$ cat config.mk
export PLATFORM = sky130hd
export DESIGN_NAME = mem_arbiter
export DESIGN_NICKNAME = d
export VERILOG_FILES = /design/src/rtl/mem_arbiter.sv
export SDC_FILE = /design/constraint.sdc
export NUM_CORES = 1
export LEC_CHECK = 0
export ABC_CLOCK_PERIOD_IN_PS = 2150
export CAP_MARGIN = 30
export CELL_PAD_IN_SITES_DETAIL_PLACEMENT = 1
export CELL_PAD_IN_SITES_GLOBAL_PLACEMENT = 2
export CORE_MARGIN = 8
export CORE_UTILIZATION = 21
export CTS_BUF_LIST = sky130_fd_sc_hd__clkbuf_16
export CTS_CLUSTER_SIZE = 28
export DETAILED_ROUTE_END_ITERATION = 6
export PLACE_DENSITY_LB_ADDON = 0.1
export SYNTH_ARGS = -nofsm -noshare
export SYNTH_HDL_FRONTEND = slang
export SYNTH_SLANG_ARGS = --single-unit
$ cat constraint.sdc
create_clock -name clk -period 2.15 [get_ports clk]
set_input_delay 0.215 -clock clk [delete_from_list [all_inputs] [get_ports clk]]
set_output_delay 0.215 -clock clk [all_outputs]
set_load 0.01 [all_outputs]
$ cat src/rtl/mem_arbiter.sv
// mem_arbiter: shares one memory port between fetch and data requesters.
// Define MEM_ARB_RR_EN for round-robin on contention; default is fixed data priority.
module mem_arbiter (
   input  logic        clk,
   input  logic        rst_n,
   input  logic        i_read,
   input  logic [15:0] i_address,
   output logic [15:0] i_rdata,
   output logic        i_resp,
   input  logic        d_read,
   input  logic        d_write,
   input  logic [15:0] d_address,
   input  logic [15:0] d_wdata,
   input  logic [1:0]  d_byte_enable,
   output logic [15:0] d_rdata,
   output logic        d_resp,
   output logic        mem_read,
   output logic        mem_write,
   output logic [1:0]  mem_byte_enable,
   output logic [15:0] mem_address,
   output logic [15:0] mem_wdata,
   input  logic [15:0] mem_rdata,
   input  logic        mem_resp
);
   localparam logic [1:0] IDLE    = 2'd0;
   localparam logic [1:0] SERVE_I = 2'd1;
   localparam logic [1:0] SERVE_D = 2'd2;
   logic [1:0]  state;
   logic [15:0] lat_address;
   logic [15:0] lat_wdata;
   logic [1:0]  lat_be;
   logic        lat_write;
   logic        d_req;
   logic        grant_d;
   logic        grant_i;
   logic        serving;
   assign d_req = d_read | d_write;
`ifdef MEM_ARB_RR_EN
   logic last_grant;
   // last_grant: 1 = data port won the previous grant
   assign grant_d = d_req && !(i_read && last_grant);
   always_ff @(posedge clk or negedge rst_n)
      if (!rst_n) last_grant <= 1'b0;
      else if (state == IDLE && (d_req || i_read)) last_grant <= grant_d;
`else
   assign grant_d = d_req;
`endif
   assign grant_i = i_read && !grant_d;
   always_ff @(posedge clk or negedge rst_n)
      if (!rst_n) begin
         state       <= IDLE;
         lat_address <= '0;
         lat_wdata   <= '0;
         lat_be      <= '0;
         lat_write   <= 1'b0;
      end else if (state == IDLE) begin
         if (grant_d) begin
            state       <= SERVE_D;
            lat_address <= d_address;
            lat_wdata   <= d_wdata;
            lat_be      <= d_write ? d_byte_enable : 2'b11;
            lat_write   <= d_write;
         end else if (grant_i) begin
            state       <= SERVE_I;
            lat_address <= i_address;
            lat_wdata   <= '0;
            lat_be      <= 2'b11;
            lat_write   <= 1'b0;
         end
      end else if (mem_resp || state == 2'd3) begin
         state <= IDLE;
      end
   assign serving         = state == SERVE_I || state == SERVE_D;
   assign mem_read        = serving && !lat_write;
   assign mem_write       = serving && lat_write;
   assign mem_byte_enable = serving ? lat_be : 2'b00;
   assign mem_address     = serving ? lat_address : 16'h0;
   assign mem_wdata       = serving ? lat_wdata : 16'h0;
   assign i_resp          = state == SERVE_I && mem_resp;
   assign d_resp          = state == SERVE_D && mem_resp;
   assign i_rdata         = i_resp ? mem_rdata : 16'h0;
   assign d_rdata         = d_resp ? mem_rdata : 16'h0;
endmodule

==> flow_summary.html <==
<table>
<tr><th>Metric</th><th>Value</th></tr>
<tr><th colspan="2">Run status</th></tr>
<tr><td>Result of the run</td><td>finished clean</td></tr>
<tr><th colspan="2">Timing</th></tr>
<tr><td>Period minus WS final</td><td>2.050 ns</td></tr>
<tr><td>Final-layout setup total negative slack</td><td>0 ns</td></tr>
<tr><td>Setup repair after global routing missed its margin</td><td>false</td></tr>
<tr><td>Slew margin rel.</td><td>42.73%</td></tr>
<tr><td>Final Hold Viols</td><td>0</td></tr>
<tr><td>Layout Skew</td><td>0.003485 ns</td></tr>
<tr><td>Setup Viol. Count Final</td><td>0</td></tr>
<tr><td>Final count of pins violating max slew</td><td>0</td></tr>
<tr><td>Slew of the pin with the lowest slew margin</td><td>0.8590 ns</td></tr>
<tr><td>Smallest hold slack</td><td>0.04969 ns</td></tr>
<tr><td>Final worst path period share</td><td>95.35%</td></tr>
<tr><td>Fmax achieved</td><td>487.8 MHz</td></tr>
<tr><th colspan="2">Layout</th></tr>
<tr><td>Most common cell after layout, fill and taps aside</td><td>sky130_fd_sc_hd__clkdlybuf4s50_1</td></tr>
<tr><td>Number of standard cells in the layout, taps in and fillers out</td><td>490</td></tr>
<tr><td>Area of combinational cells with multiple inputs</td><td>1067 sq um</td></tr>
<tr><td>Final-stage net count</td><td>432</td></tr>
<tr><td>Area Overhead vs Synth</td><td>84.66%</td></tr>
<tr><td>ANT cells</td><td>0</td></tr>
<tr><td>Post-route design area</td><td>3856 sq um</td></tr>
<tr><td>Share of layout cells above drive strength 1</td><td>6.723%</td></tr>
<tr><td>Most frequent cells in the layout</td><td>sky130_fd_sc_hd__clkdlybuf4s50_1 (136), sky130_fd_sc_hd__and2_1 (37), sky130_fd_sc_hd__dfrtp_1 (37), sky130_fd_sc_hd__and3_1 (32), sky130_fd_sc_hd__nand2_1 (22)</td></tr>
<tr><td>Number of filler instances in the final layout</td><td>1127</td></tr>
<tr><td>Area occupied by registers</td><td>925.9 sq um</td></tr>
<tr><th colspan="2">Power</th></tr>
<tr><td>Leakage</td><td>1.727 nW</td></tr>
<tr><td>Worst vdd rail ir drop</td><td>0.0004304 V</td></tr>
<tr><td>Total power per unit cell area</td><td>1153 nW/um^2</td></tr>
<tr><th colspan="2">Routing</th></tr>
<tr><td>Vias after detailed routing</td><td>2088</td></tr>
<tr><td>Number of iterations in the first detailed-routing pass</td><td>4</td></tr>
<tr><td>Starting DRC count in detailed routing</td><td>48</td></tr>
<tr><td>Mean number of vias per cell</td><td>4.261</td></tr>
<tr><td>Count of antenna-violating nets left after detailed routing</td><td>0</td></tr>
<tr><td>Detailed-routed wire length on met2</td><td>3.510 mm</td></tr>
<tr><td>Detailed-route wire length on metal 1</td><td>3.701 mm</td></tr>
<tr><td>Met3 layer wire length in the routed design</td><td>633 microns</td></tr>
<tr><td>Total wire length after detailed routing</td><td>7.895 mm</td></tr>
<tr><td>Avg WL per Cell</td><td>16.11 microns</td></tr>
<tr><td>DR DRC count</td><td>0</td></tr>
<tr><td>Highest metal layer with signal wires</td><td>met4</td></tr>
<tr><th colspan="2">Clock network</th></tr>
<tr><td>CTS tree</td><td>built</td></tr>
<tr><td>Hold-fix buffers at CTS</td><td>0</td></tr>
<tr><td>Clock Latency Late Sink</td><td>0.27 ns</td></tr>
<tr><td>Worst-case clock buffer depth</td><td>2</td></tr>
<tr><td>Number of H-tree branching levels</td><td>2</td></tr>
<tr><td>Clock Root Buffer</td><td>sky130_fd_sc_hd__clkbuf_16</td></tr>
<tr><td>Clock Sink Count</td><td>37</td></tr>
<tr><td>Clock buffers created by TritonCTS</td><td>5</td></tr>
<tr><td>Clock transition at the register clock pins on the worst setup and hold paths after CTS</td><td>0.05 ns</td></tr>
<tr><th colspan="2">Synth</th></tr>
<tr><td>Net Count, Synth</td><td>289</td></tr>
<tr><td>Fraction of post-synthesis cell area in the top cell type by area</td><td>44.34%</td></tr>
<tr><td>Library cells used by synthesis</td><td>19</td></tr>
<tr><td>Synth Register Bits</td><td>37</td></tr>
<tr><td>Syn avg cell area</td><td>9.804 sq um</td></tr>
<tr><td>Leading cell types by total area after synthesis</td><td>sky130_fd_sc_hd__dfrtp_1 (44%), sky130_fd_sc_hd__and2_1 (11%), sky130_fd_sc_hd__and3_1 (9.6%)</td></tr>
<tr><td>Leading area contributor after synthesis</td><td>sky130_fd_sc_hd__dfrtp_1</td></tr>
<tr><td>Post-Syn Area</td><td>2088 sq um</td></tr>
<tr><td>Cells after Synth</td><td>213</td></tr>
<tr><td>Sequential share of the synthesized area</td><td>44.34%</td></tr>
<tr><td>Synthesis Warnings</td><td>0</td></tr>
<tr><th colspan="2">Critical path</th></tr>
<tr><td>Buffer and inverter count on the worst path</td><td>3</td></tr>
<tr><td>Startpoint types</td><td>flop</td></tr>
<tr><td>Longest individual stage delay on the worst path</td><td>0.49 ns</td></tr>
<tr><td>Start-to-end type of the worst setup path</td><td>reg2out</td></tr>
<tr><td>Type of destination of the critical path</td><td>output port</td></tr>
<tr><td>Cell class contributing the biggest share of worst-path delay</td><td>buffers and inverters</td></tr>
<tr><td>Cells along the critical path</td><td>buf_4 -&gt; ha_1 -&gt; buf_4 -&gt; and3_1 -&gt; clkdlybuf4s50_1</td></tr>
<tr><td>Slowest CP cell</td><td>sky130_fd_sc_hd__clkdlybuf4s50_1</td></tr>
<tr><td>Top cell by count, worst path</td><td>sky130_fd_sc_hd__buf_4</td></tr>
<tr><td>CP Max Fanout</td><td>17</td></tr>
<tr><td>Critical path data required time</td><td>1.93 ns</td></tr>
<tr><td>Worst path arrival time</td><td>1.84 ns</td></tr>
<tr><th colspan="2">Global route</th></tr>
<tr><td>Initial antenna violation count</td><td>0</td></tr>
<tr><td>Wire length of the first global-routing pass</td><td>12.23 mm</td></tr>
<tr><td>Vias in the first global route</td><td>2168</td></tr>
<tr><td>Global router's overall resource usage</td><td>11.65%</td></tr>
<tr><td>Congestion Overflow GR</td><td>0</td></tr>
<tr><td>Maximum number of pins on one net before global-route repair</td><td>38</td></tr>
<tr><th colspan="2">Placement</th></tr>
<tr><td>Placed cells</td><td>480</td></tr>
<tr><td>Half-perimeter wire length after detailed placement</td><td>6.101 mm</td></tr>
<tr><td>GP Congestion</td><td>0.7321</td></tr>
<tr><td>Number of I/O port buffers</td><td>141</td></tr>
<tr><td>Placed cell areas</td><td>3649 sq um</td></tr>
<tr><th colspan="2">Floorplan</th></tr>
<tr><td>Number of ports placed on the die boundary</td><td>142</td></tr>
<tr><td>Vertical die dimension</td><td>115.7 microns</td></tr>
<tr><td>Die W</td><td>115.7 microns</td></tr>
<tr><td>Die ar.</td><td>13390 sq um</td></tr>
<tr><td>Placeable core region</td><td>9729 sq um</td></tr>
<tr><td>Std cell rows</td><td>36</td></tr>
<tr><td>Initial core utilization</td><td>21.46%</td></tr>
<tr><th colspan="2">Run</th></tr>
<tr><td>Max-cap violation count</td><td>0</td></tr>
<tr><th colspan="2">Worst hold path</th></tr>
<tr><td>Path type of the worst min-delay path</td><td>in2async</td></tr>
</table>
-- per-stage QoR --
step / util [%] / power, mW / worst slack, ns
after global placement: 37.50 / 3.593 / 0.2592
after floorplan: - / 2.363 / 0.7155
after CTS: 39.47 / 4.529 / 0.03166
final: 39.63 / 4.446 / 0.09996
after global routing: 39.63 / 4.793 / 0.009966
after detailed placement: 37.50 / 3.628 / 0.1947
-- layer usage --
| layer | vias to the layer above | track usage [%] |
|---|---|---|
| li1 | 1018 | - |
| met1 | 982 | 14.73 |
| met2 | 84 | 18.60 |
| met3 | 4 | 4.169 |
| met4 | 0 | 2.506 |
| met5 | - | 0 |
-- worst reg2reg max path, delay by kind of cell (launching register included) --
| family | cells | cell delay (ns) |
|---|---|---|
| compound gates | 2 | 0.35 |
| fa+ha+maj | 1 | 0.18 |
| flops | 1 | 0.39 |
| buf+inv | 2 | 0.33 |
-- flip-flops by register name, summed over array words and instances (netlist names) --
signal       count
lat_address     16
lat_wdata       16
lat_be           2
state            2
lat_write        1
-- path summary, 6_finish.rpt --
check	start	endpoint	slack (ns)	cells after the start
setup / recovery	state[0]$_DFFE_PN0P_	i_rdata[2]	0.1	5
hold / removal	rst_n	lat_address[9]$_DFFE_PN0P_	0.05	1
setup reg to reg	state[1]$_DFFE_PN0P_	lat_wdata[7]$_DFFE_PN0P_	0.79	5
hold reg to reg	lat_address[7]$_DFFE_PN0P_	lat_address[7]$_DFFE_PN0P_	0.47	2
max in group asynchronous	rst_n	lat_address[4]$_DFFE_PN0P_	1.55	1
min in group clk	lat_address[7]$_DFFE_PN0P_	lat_address[7]$_DFFE_PN0P_	0.47	2
-- logic make-up after synthesis --
family | Yosys count | synth area share, %
adder cells (fa/ha/maj) | 4 | 2.397
buffers and inverters | 19 | 5.153
flip-flops | 37 | 44.34
multiplexers | 16 | 7.669
AO/OA/AOI/OAI | 39 | 13.30
AND/OR/NAND/NOR | 98 | 27.14
-- layout make-up --
cell class | instances | share of cell area [%]
repair buffers | 153 | 39.58
multi-input cells | 157 | 27.68
flip-flops and latches | 37 | 24.01
well taps | 133 | 4.315
clock buffers | 5 | 3.245
clock inverters | 3 | 0.9734
inverters | 2 | 0.1947
-- cell usage after synthesis (all sizes together) --
library cell   n
dfrtp         37
buf            8
clkbuf         9
o211ai         1
ha             4
and3          32
o21ai         20
nor2           3
nand2         22
nor2b          4
a22o          17
o31ai          1
and2          37
mux2i         16
inv            2
-- power breakdown --
group	internal, mW	leakage [nW]	total [mW]	switching, mW
clock network	0.539	0.0826	0.811	0.272
registers	1.03	0.455	1.19	0.163
logic	1.35	1.19	2.44	1.09
total	2.92	1.73	4.45	1.52
-- timing repair --
| item | 4_1_cts | 5_1_grt |
|---|---|---|
| gates resized for setup | 7 | 4 |
| endpoints found under the setup margin | 36 | 49 |
| endpoints found under the hold margin | 0 | 0 |
| buffers inserted | 1 | 1 |
Note: power is estimated with default switching activity, not from simulation.
